<file path="config.mk">
export PLATFORM = sky130hd
export DESIGN_NAME = avr_ifetch
export DESIGN_NICKNAME = d
export VERILOG_FILES = /design/src/rtl/avr_core_pkg.sv /design/src/rtl/avr_twoword_detect.sv /design/src/rtl/avr_ifetch.sv
export SDC_FILE = /design/constraint.sdc
export NUM_CORES = 1
export LEC_CHECK = 0
export CORE_MARGIN = 5
export CORE_UTILIZATION = 35
export DETAILED_ROUTE_END_ITERATION = 8
export GPL_TIMING_DRIVEN = 0
export PLACE_DENSITY = 0.67
export SLEW_MARGIN = 20
export SYNTH_ARGS = -nofsm -noshare
export SYNTH_HDL_FRONTEND = slang
export SYNTH_HIERARCHICAL = 1
export SYNTH_SLANG_ARGS = --single-unit
</file>
<file path="constraint.sdc">
create_clock -name clk -period 1.7 [get_ports clk]
set_input_delay 0.34 -clock clk [delete_from_list [all_inputs] [get_ports clk]]
set_output_delay 0.34 -clock clk [all_outputs]
set_load 0.01 [all_outputs]
</file>
<file path="src/rtl/avr_core_pkg.sv">
// Shared AVR core definitions: widths, two-word opcode patterns,
// fetch FSM state encoding and the fetch packet layout.
package avr_core_pkg;

  localparam int ADDR_W = 14;
  localparam int DATA_W = 16;

  // Two-word instructions carry a 16-bit k/address in the following word
  localparam logic [15:0] CALL_MASK  = 16'hFE0E;
  localparam logic [15:0] CALL_MATCH = 16'h940E;
  localparam logic [15:0] JMP_MASK   = 16'hFE0E;
  localparam logic [15:0] JMP_MATCH  = 16'h940C;
  localparam logic [15:0] LDS_MASK   = 16'hFE0F;
  localparam logic [15:0] LDS_MATCH  = 16'h9000;
  localparam logic [15:0] STS_MASK   = 16'hFE0F;
  localparam logic [15:0] STS_MATCH  = 16'h9200;

  typedef enum logic {
    S_FETCH = 1'b0,
    S_EXT   = 1'b1
  } fetch_state_e;

  typedef struct packed {
    logic [DATA_W-1:0] instr;
    logic [DATA_W-1:0] ext;
    logic              two_word;
    logic [ADDR_W-1:0] pc;
    logic [ADDR_W-1:0] next_pc;
  } fetch_pkt_t;

endpackage

</file>
<file path="src/rtl/avr_twoword_detect.sv">
// Flags CALL/JMP/LDS/STS first words. Also used by the decoder to size skips.
// Unknown input bits fall through the if-chain, so the flag resolves to 0.
module avr_twoword_detect
  import avr_core_pkg::*;
(
  input  logic [DATA_W-1:0] rom_data,
  output logic              is_two_word
);

  // Masked compare against each two-word opcode pattern
  always_comb begin
    is_two_word = 1'b0;
    if ((rom_data & CALL_MASK) == CALL_MATCH) is_two_word = 1'b1;
    if ((rom_data & JMP_MASK)  == JMP_MATCH)  is_two_word = 1'b1;
    if ((rom_data & LDS_MASK)  == LDS_MATCH)  is_two_word = 1'b1;
    if ((rom_data & STS_MASK)  == STS_MATCH)  is_two_word = 1'b1;
  end

endmodule

</file>
<file path="src/rtl/avr_ifetch.sv">
// AVR instruction fetch: program counter, two-word assembly and a
// registered valid/ready packet slot toward the decoder.
// Optional build macro AVR_IFETCH_PERF_EN adds handshake/flush counters.
//
// state   | meaning
// S_FETCH | rom_data is a first word; one-word goes straight to the slot
// S_EXT   | first word parked in hold; rom_data is the k/address word
module avr_ifetch #(
  parameter int                ADDR_W   = 14,
  parameter int                DATA_W   = 16,
  parameter logic [ADDR_W-1:0] RESET_PC = '0
) (
  input  logic              clk,
  input  logic              rst_n,
  input  logic              fetch_en,
  output logic [ADDR_W-1:0] rom_addr,
  input  logic [DATA_W-1:0] rom_data,
  input  logic              redirect_valid,
  input  logic [ADDR_W-1:0] redirect_pc,
  output logic              out_valid,
  input  logic              out_ready,
  output logic [DATA_W-1:0] out_instr,
  output logic [DATA_W-1:0] out_ext,
  output logic              out_two_word,
  output logic [ADDR_W-1:0] out_pc,
  output logic [ADDR_W-1:0] out_next_pc
`ifdef AVR_IFETCH_PERF_EN
  ,
  output logic [31:0]       perf_instr_cnt,
  output logic [15:0]       perf_flush_cnt
`endif
);
  import avr_core_pkg::fetch_state_e;
  import avr_core_pkg::S_FETCH;
  import avr_core_pkg::S_EXT;

  fetch_state_e      state_q, state_d;
  logic [ADDR_W-1:0] pc_q, pc_d, pc_inc;
  logic [DATA_W-1:0] hold_q, hold_d;
  logic [ADDR_W-1:0] hold_pc_q, hold_pc_d;
  logic              valid_d, tw_d;
  logic [DATA_W-1:0] instr_d, ext_d;
  logic [ADDR_W-1:0] opc_d, npc_d;
  logic              is_two_word;
  logic              load_en;

  avr_twoword_detect u_detect (
    .rom_data    (rom_data),
    .is_two_word (is_two_word)
  );

  assign rom_addr = pc_q;
  assign pc_inc   = pc_q + 1'b1;
  assign load_en  = fetch_en & (~out_valid | out_ready);

  // Next state, next PC and slot contents; redirect overrides everything
  always_comb begin
    state_d   = state_q;
    pc_d      = pc_q;
    hold_d    = hold_q;
    hold_pc_d = hold_pc_q;
    valid_d   = out_valid;
    instr_d   = out_instr;
    ext_d     = out_ext;
    tw_d      = out_two_word;
    opc_d     = out_pc;
    npc_d     = out_next_pc;
    if (redirect_valid) begin
      pc_d      = redirect_pc;
      state_d   = S_FETCH;
      valid_d   = 1'b0;
      hold_d    = '0;
      hold_pc_d = '0;
    end else if (load_en) begin
      case (state_q)
        S_FETCH: begin
          pc_d = pc_inc;
          if (is_two_word) begin
            hold_d    = rom_data;
            hold_pc_d = pc_q;
            valid_d   = 1'b0;
            state_d   = S_EXT;
          end else begin
            instr_d = rom_data;
            ext_d   = '0;
            tw_d    = 1'b0;
            opc_d   = pc_q;
            npc_d   = pc_inc;
            valid_d = 1'b1;
          end
        end
        S_EXT: begin
          instr_d = hold_q;
          ext_d   = rom_data;
          tw_d    = 1'b1;
          opc_d   = hold_pc_q;
          npc_d   = pc_inc;
          valid_d = 1'b1;
          pc_d    = pc_inc;
          state_d = S_FETCH;
        end
        default: state_d = S_FETCH;
      endcase
    end
  end

  // State, PC, hold and output slot registers
  always_ff @(posedge clk or negedge rst_n) begin
    if (!rst_n) begin
      state_q      <= S_FETCH;
      pc_q         <= RESET_PC;
      hold_q       <= '0;
      hold_pc_q    <= '0;
      out_valid    <= 1'b0;
      out_instr    <= '0;
      out_ext      <= '0;
      out_two_word <= 1'b0;
      out_pc       <= '0;
      out_next_pc  <= '0;
    end else begin
      state_q      <= state_d;
      pc_q         <= pc_d;
      hold_q       <= hold_d;
      hold_pc_q    <= hold_pc_d;
      out_valid    <= valid_d;
      out_instr    <= instr_d;
      out_ext      <= ext_d;
      out_two_word <= tw_d;
      out_pc       <= opc_d;
      out_next_pc  <= npc_d;
    end
  end

`ifdef AVR_IFETCH_PERF_EN
  // Handshake counter wraps; flush counter sticks at all-ones
  always_ff @(posedge clk or negedge rst_n) begin
    if (!rst_n) begin
      perf_instr_cnt <= '0;
      perf_flush_cnt <= '0;
    end else begin
      if (out_valid && out_ready) perf_instr_cnt <= perf_instr_cnt + 32'd1;
      if (redirect_valid && (perf_flush_cnt != 16'hFFFF))
        perf_flush_cnt <= perf_flush_cnt + 16'd1;
    end
  end
`endif

endmodule

</file>
==> results of run 1 <==
cells in the mapped netlist, drive strengths merged (2+ instances only):
library cell and instances:
or3 2, o21ai 54, xnor2 16, nor2 10, inv 3, or4 2
nor2b 4, dfrtp 107, nand2 64, nand2b 2, a31oi 2, buf 18
a21oi 2, nand4 6, mux2i 33, clkbuf 20, a22o 46, nor4 8
nand3 4, nor3 11, a22oi 2, xor2 4
metrics by stage:
step,TNS (ns),area [um2]
floorplan,-9.83,4690
global placement,-487.28,6010
detailed placement,-91.53,6040
CTS,-15.77,6560
global route,-16.48,7000
finish,-13.15,7000
power breakdown:
part / switching, W / internal, W
clock network: 0.000908 / 0.000981
registers: 0.000180 / 0.00276
logic: 0.000701 / 0.000795
flip-flops by register name, indices dropped and copies added, names as in the netlist:
signal	count
hold_pc_q	14
out_valid	1
out_instr	16
state_q	1
out_pc	14
hold_q	16
rom_addr	14
out_next_pc	14
out_ext	16
out_two_word	1
cells in the final DEF, fill, tap and decap left out, types with 6 or more instances in the layout:
master	n
dfrtp_1	104
clkdlybuf4s50_1	88
a22o_1	46
o21ai_1	43
nand2_1	41
mux2i_1	33
buf_4	26
xnor2_1	16
nand2_2	15
clkbuf_16	14
buf_6	9
clkbuf_2	9
nand2_4	8
nor2_1	8
dlygate4sd2_1	7
buf_2	6
clkbuf_1	6
nor3_2	6
nand4_1	6
o21ai_2	6
kinds of logic after synthesis:
group / count (synthesis)
simple gates: 115
compound gates: 109
flops: 107
buf+inv: 41
mux: 33
xor+xnor: 20
fa+ha+maj: 1
area by class of cell:
class,count,area (um2),area share (%)
clock buffer,10,229,3.27
sequential,107,2680,38.3
tap,176,220,3.15
inverter,3,11.3,0.161
clock inverter,6,32.5,0.465
timing repair buffer,144,1480,21.1
multi-input combinational,278,2030,28.9
buffer,36,323,4.61
what timing repair did:
| item | CTS | global route |
|---|---|---|
| setup buffers | 16 | 11 |
| resized for setup | 73 | 95 |
| setup endpoints to repair | 110 | 109 |
| cloned | 1 | 5 |
| endpoints found under the hold margin | 36 | 0 |
| pin swaps | 18 | 33 |
| hold buffers | 1 | 0 |
final timing paths:
path                                                from                    endpoint  slack, ns
min in group asynchronous                          rst_n       out_pc[7]$_DFFE_PN0P_       0.45
worst min register to register  out_two_word$_DFFE_PN0P_    out_two_word$_DFFE_PN0P_       0.48
worst max-delay path                         rom_data[3]  out_next_pc[9]$_DFFE_PN0P_      -0.25
max in group asynchronous                          rst_n       hold_q[4]$_DFFE_PN0P_       0.56
worst min-delay path                        rom_data[10]      hold_q[10]$_DFFE_PN0P_       0.24
worst max register to register     out_valid$_DFFE_PN0P_  out_next_pc[9]$_DFFE_PN0P_      -0.14
routing by layer:
layer | track usage (%) | vias up | wire [um]
li1 | - | 1821 | -
met1 | 22.9 | 2009 | 6090
met2 | 28.9 | 126 | 7430
met3 | 3.67 | 20 | 786
met4 | 5.55 | 0 | 252
met5 | 0 | - | 0
==> results.toml, run 1 <==
[timing]
finalCriticalPeriod_ns = 1.95
rsz0062_at_grt = "true"
slew_violations = 0
clock_skew_ns = 0.00823
finalHoldViolCount = 0
timing.fmax_ghz = 0.512
worstMarginPinSlew_ns = 0.818
setup_ws_ns = -0.252
fin_crit_sh_pct = 115
holdWs_ns = 0.238
setup_violations = 78
slew-limit-headroom_pct = 45.5

[route]
route.detailed.drc = 0
drt_iter0_markers = 285
first_pass_iters = 5
wirelength_um = 14600
ant_nets = 0
wl_per_cell_um = 19.2
via_count = 3976
routed_via_density = 5.23

[run]
cap_violations = 0

[cells_and_area]
drive_above_1_share_pct = 24.0
fill_cells = 1130
fin_nets = 615
antennaDiodeCount = 0
syn2layout_area_growth_pct = 50.3
post-route-util_pct = 53.3
final_cells = 760

[critical_path]
start_kind = "input port"
cpLargestDelayFamily = "simple AND/OR/NAND/NOR gates"
rr_worst_depth = 7
critPathMaxFanout = 10
worstSetupPathDepth = 11
cpMaxStageDelayCell = "or4_4"
critPathMaxStageDelay_ns = 0.49
cp.required_ns = 1.91
crit_top_cell = "buf_8"
crit_buf_inv = 4
worstPathArrival_ns = 2.16
endpoint_kind = "register"
crit_path_cell_trace = "buf_8 -> and4b_1 -> a21oi_2 -> nor3_2 -> nor2b_2 -> or4_4 -> buf_8 -> clkbuf_16 -> buf_8 -> nand2_1 -> o21ai_1"
critical_path_class = "input port to register"

[logic_synthesis]
synth_top_area_share_pct = 57.5
yosysTopAreaCell = "dfrtp_1"
yosys.area_share.simple_pct = 11.7
synthMuxAreaShare_pct = 7.09
netlist_area_mm2 = 0.00466
synthAdderAreaFrac_pct = 0.269
ys_types = 36
synth_edf_count = 0
synth_compound_area_share_pct = 15.8
synthFlopType = "dfrtp_1"
syn_inst = 426
ys_ff_latch = 107
synth_top_family_by_area = "compound AO/OA/AOI/OAI gates"
async_flop_share_pct = 100
yosys_warnings = 6
syn_avg_cell_area_um2 = 10.9
yosys-top-cells-area = "dfrtp_1 (57%), a22o_1 (8.6%), mux2i_1 (7.1%)"
seq_area_frac_synth_pct = 57.5
yosys.area_share.xor_xnor_pct = 3.76
synth.net_count = 462

[power_and_ir_drop]
max-vdd-ir-drop_mv = 0.482
power.total_w = 0.00633
p_leak_nw = 3.08
p_per_area_mw_per_mm2 = 904

[hold_path]
min_path_type = "input port to register"
hold-path-cell-count = 2

[clock_tree]
clkLatencyLatePin_ns = 0.35
htreeDepth = 3
clk_pin_slew_worst_paths_ns = 0.07
cts-buffers-inserted = 9
cts_tree = "done"
clock_sink_count = 107
cts.path.max_buffers = 2
root_buffer = "clkbuf_16"

[grt]
grt_util_all_layers_pct = 17.4
grt_pass1_wl_um = 22000
grt_max_degree = 72
grt_pass1_vias = 3990
grt_antenna_before_repair = 0
grt_overflow = 0

[placed_design]
port_buffers = 110
dp_worst_setup_slack_ns = -1.02
gp_congestion = 0.845
hpwl_um = 9730
place_inst = 713

[floorplan]
die_w_um = 125
ios = 111
placementRows = 42
dieHeight_um = 125
start_util_pct = 35.5
die_area_mm2 = 0.0157
coreArea_mm2 = 0.0131

[status]
violations = "setup timing"
status = "finished, violations left"
(Power assumes the default switching activity.)
==> run 2: changes to the inputs <==
--- a/config.mk
+++ b/config.mk
@@ -5,7 +5,6 @@
 export SDC_FILE = /design/constraint.sdc
 export NUM_CORES = 1
 export LEC_CHECK = 0
-export CORE_MARGIN = 5
 export CORE_UTILIZATION = 35
 export DETAILED_ROUTE_END_ITERATION = 8
 export GPL_TIMING_DRIVEN = 0
==> run 2 against run 1 <==
The flow still finishes with violations (setup timing). Via count up 0.25%. Largest cell class unchanged. Critical path depth down 1. Non-clock buffer count unchanged. Sequential share of layout area up 0.19 points. Power up 2.7%. Largest power group unchanged. Worst setup slack better by 0.061 ns. Clock skew down 0.00080 ns. Highest routed layer unchanged.
==> results.toml, run 2 (same netlist as run 1, synthesis figures left out) <==
[timing]
rsz0062_at_grt = "true"
timing.fmax_ghz = 0.529
worstMarginPinSlew_ns = 0.789
fin_crit_sh_pct = 111
finalCriticalPeriod_ns = 1.89
slew_violations = 0
setup_ws_ns = -0.191
setup_violations = 81
fin_tns_setup_ns = -9.01
finalHoldViolCount = 0
clock_skew_ns = 0.00743
slew-limit-headroom_pct = 47.4

[power_and_ir_drop]
max-vdd-ir-drop_mv = 0.476
p_per_area_mw_per_mm2 = 933
p_leak_nw = 3.02

[route]
wl_per_cell_um = 18.1
ant_nets = 0
route.detailed.drc = 0
routed_via_density = 5.27
via_count = 3986
drt_iter0_markers = 271
first_pass_iters = 5
wirelength_um = 13700

[grt]
grt_util_all_layers_pct = 20.2
grt_pass1_wl_um = 21700
grt_antenna_before_repair = 0
grt_pass1_vias = 4015
grt_max_degree = 83
grt_overflow = 0

[placed_design]
hpwl_um = 9220
place_inst = 709
port_buffers = 110
gp_congestion = 0.863

[critical_path]
crit_buf_inv = 4
crit_path_cell_trace = "buf_6 -> and4b_1 -> a21oi_2 -> nor3_2 -> nor2b_4 -> or4_4 -> buf_8 -> buf_12 -> buf_8 -> a22o_1"
start_kind = "input port"
worstPathArrival_ns = 2.13
cpLargestDelayFamily = "simple AND/OR/NAND/NOR gates"
cp.required_ns = 1.93
critPathMaxStageDelay_ns = 0.49
endpoint_kind = "register"
critical_path_class = "input port to register"
critPathMaxFanout = 6
cpMaxStageDelayCell = "or4_4"
crit_top_cell = "buf_8"

[cells_and_area]
syn2layout_area_growth_pct = 49.6
reg_top3 = "hold_q: 16 flops, out_ext: 16 flops, out_instr: 16 flops"
fin_nets = 615
final_cells = 756
layout_commonest_cell = "dfrtp_1"
final_cell_mix = "dfrtp_1 (103), clkdlybuf4s50_1 (91), nand2_1 (55)"
fill_cells = 1057
antennaDiodeCount = 0
drive_above_1_share_pct = 21.4

[clock_tree]
clkLatencyLatePin_ns = 0.34
cts.path.max_buffers = 2
cts_tree = "done"
cts-buffers-inserted = 9
clk_pin_slew_worst_paths_ns = 0.07
root_buffer = "clkbuf_16"
htreeDepth = 3
clock_sink_count = 107

[hold_path]
min_path_type = "input port to register"

[floorplan]
ios = 111
coreArea_mm2 = 0.0128
start_util_pct = 36.5
die_area_mm2 = 0.0138
die_w_um = 117
dieHeight_um = 117
placementRows = 41

[status]
status = "finished, violations left"
violations = "setup timing"

[run]
cap_violations = 0
==> run 2: cell count changes in the layout (fill, tap and decap cells not counted), sizes merged, moves of 3 or more <==
cell,delta
buf,+9
clkbuf,-8
clkdlybuf4s50,+3
dlymetal6s2s,-3
==> run 2: layout make-up <==
cell class | instances | area [um2] | area share (%)
Multi-Input combinational cell | 278 | 2000 | 28.7
Tap cell | 172 | 215 | 3.09
Clock buffer | 9 | 225 | 3.23
Sequential cell | 107 | 2680 | 38.5
Buffer | 36 | 298 | 4.27
Inverter | 3 | 11.3 | 0.162
Clock inverter | 7 | 77.6 | 1.11
Timing Repair Buffer | 144 | 1460 | 20.9
==> run 2: repair_timing <==
item	in CTS	in global routing
setup buffers	14	15
cloned	3	0
pin swaps	21	6
hold buffers	1	0
gates resized for setup	107	34
setup endpoints to repair	109	107
hold endpoints to repair	25	0
==> run 2: worst paths after layout <==
kind | start | end | slack (ns) | cells past startpoint
setup / recovery | rom_data[9] | out_ext[9]$_DFFE_PN0P_ | -0.19 | 10
hold / removal | rom_data[2] | out_ext[2]$_DFFE_PN0P_ | 0.24 | 2
setup reg to reg | state_q$_DFFE_PN0P_ | out_ext[9]$_DFFE_PN0P_ | -0.14 | 6
hold reg to reg | out_pc[1]$_DFFE_PN0P_ | out_pc[1]$_DFFE_PN0P_ | 0.49 | 2
max in group asynchronous | rst_n | rom_addr[0]$_DFFE_PN0P_ | 0.53 | 3
min in group asynchronous | rst_n | out_ext[9]$_DFFE_PN0P_ | 0.45 | 2
==> run 2: metrics by stage <==
| step | total power [W] | instance area, um2 | hold slack (ns) | util (%) | setup slack, ns |
|---|---|---|---|---|---|
| after floorplan | 0.00345 | 4690 | 0.0444 | - | -0.226 |
| after global placement | 0.00419 | 6000 | 0.464 | 47.0 | -4.09 |
| after detailed placement | 0.00421 | 6030 | 0.219 | 47.2 | -1.02 |
| after CTS | 0.00644 | 6760 | 0.231 | 52.9 | -0.217 |
| after global routing | 0.00674 | 6970 | 0.241 | 54.5 | -0.226 |
| final | 0.00650 | 6970 | 0.238 | 54.5 | -0.191 |
==> run 2: where the power goes <==
group / leakage, nW / switching (W) / internal [W]
Clock: 0.146 / 0.000955 / 0.00115
Combinational: 1.48 / 0.000693 / 0.000780
Sequential: 1.39 / 0.000156 / 0.00276
Total: 3.02 / 0.00180 / 0.00470
==> run 2: per-layer routing <==
layer	wire length [um]	up-vias	GRT usage [%]
met5	0	-	0
met4	326	0	8.28
met3	711	32	3.60
met2	6730	143	32.1
met1	5950	1988	27.1
li1	-	1823	-
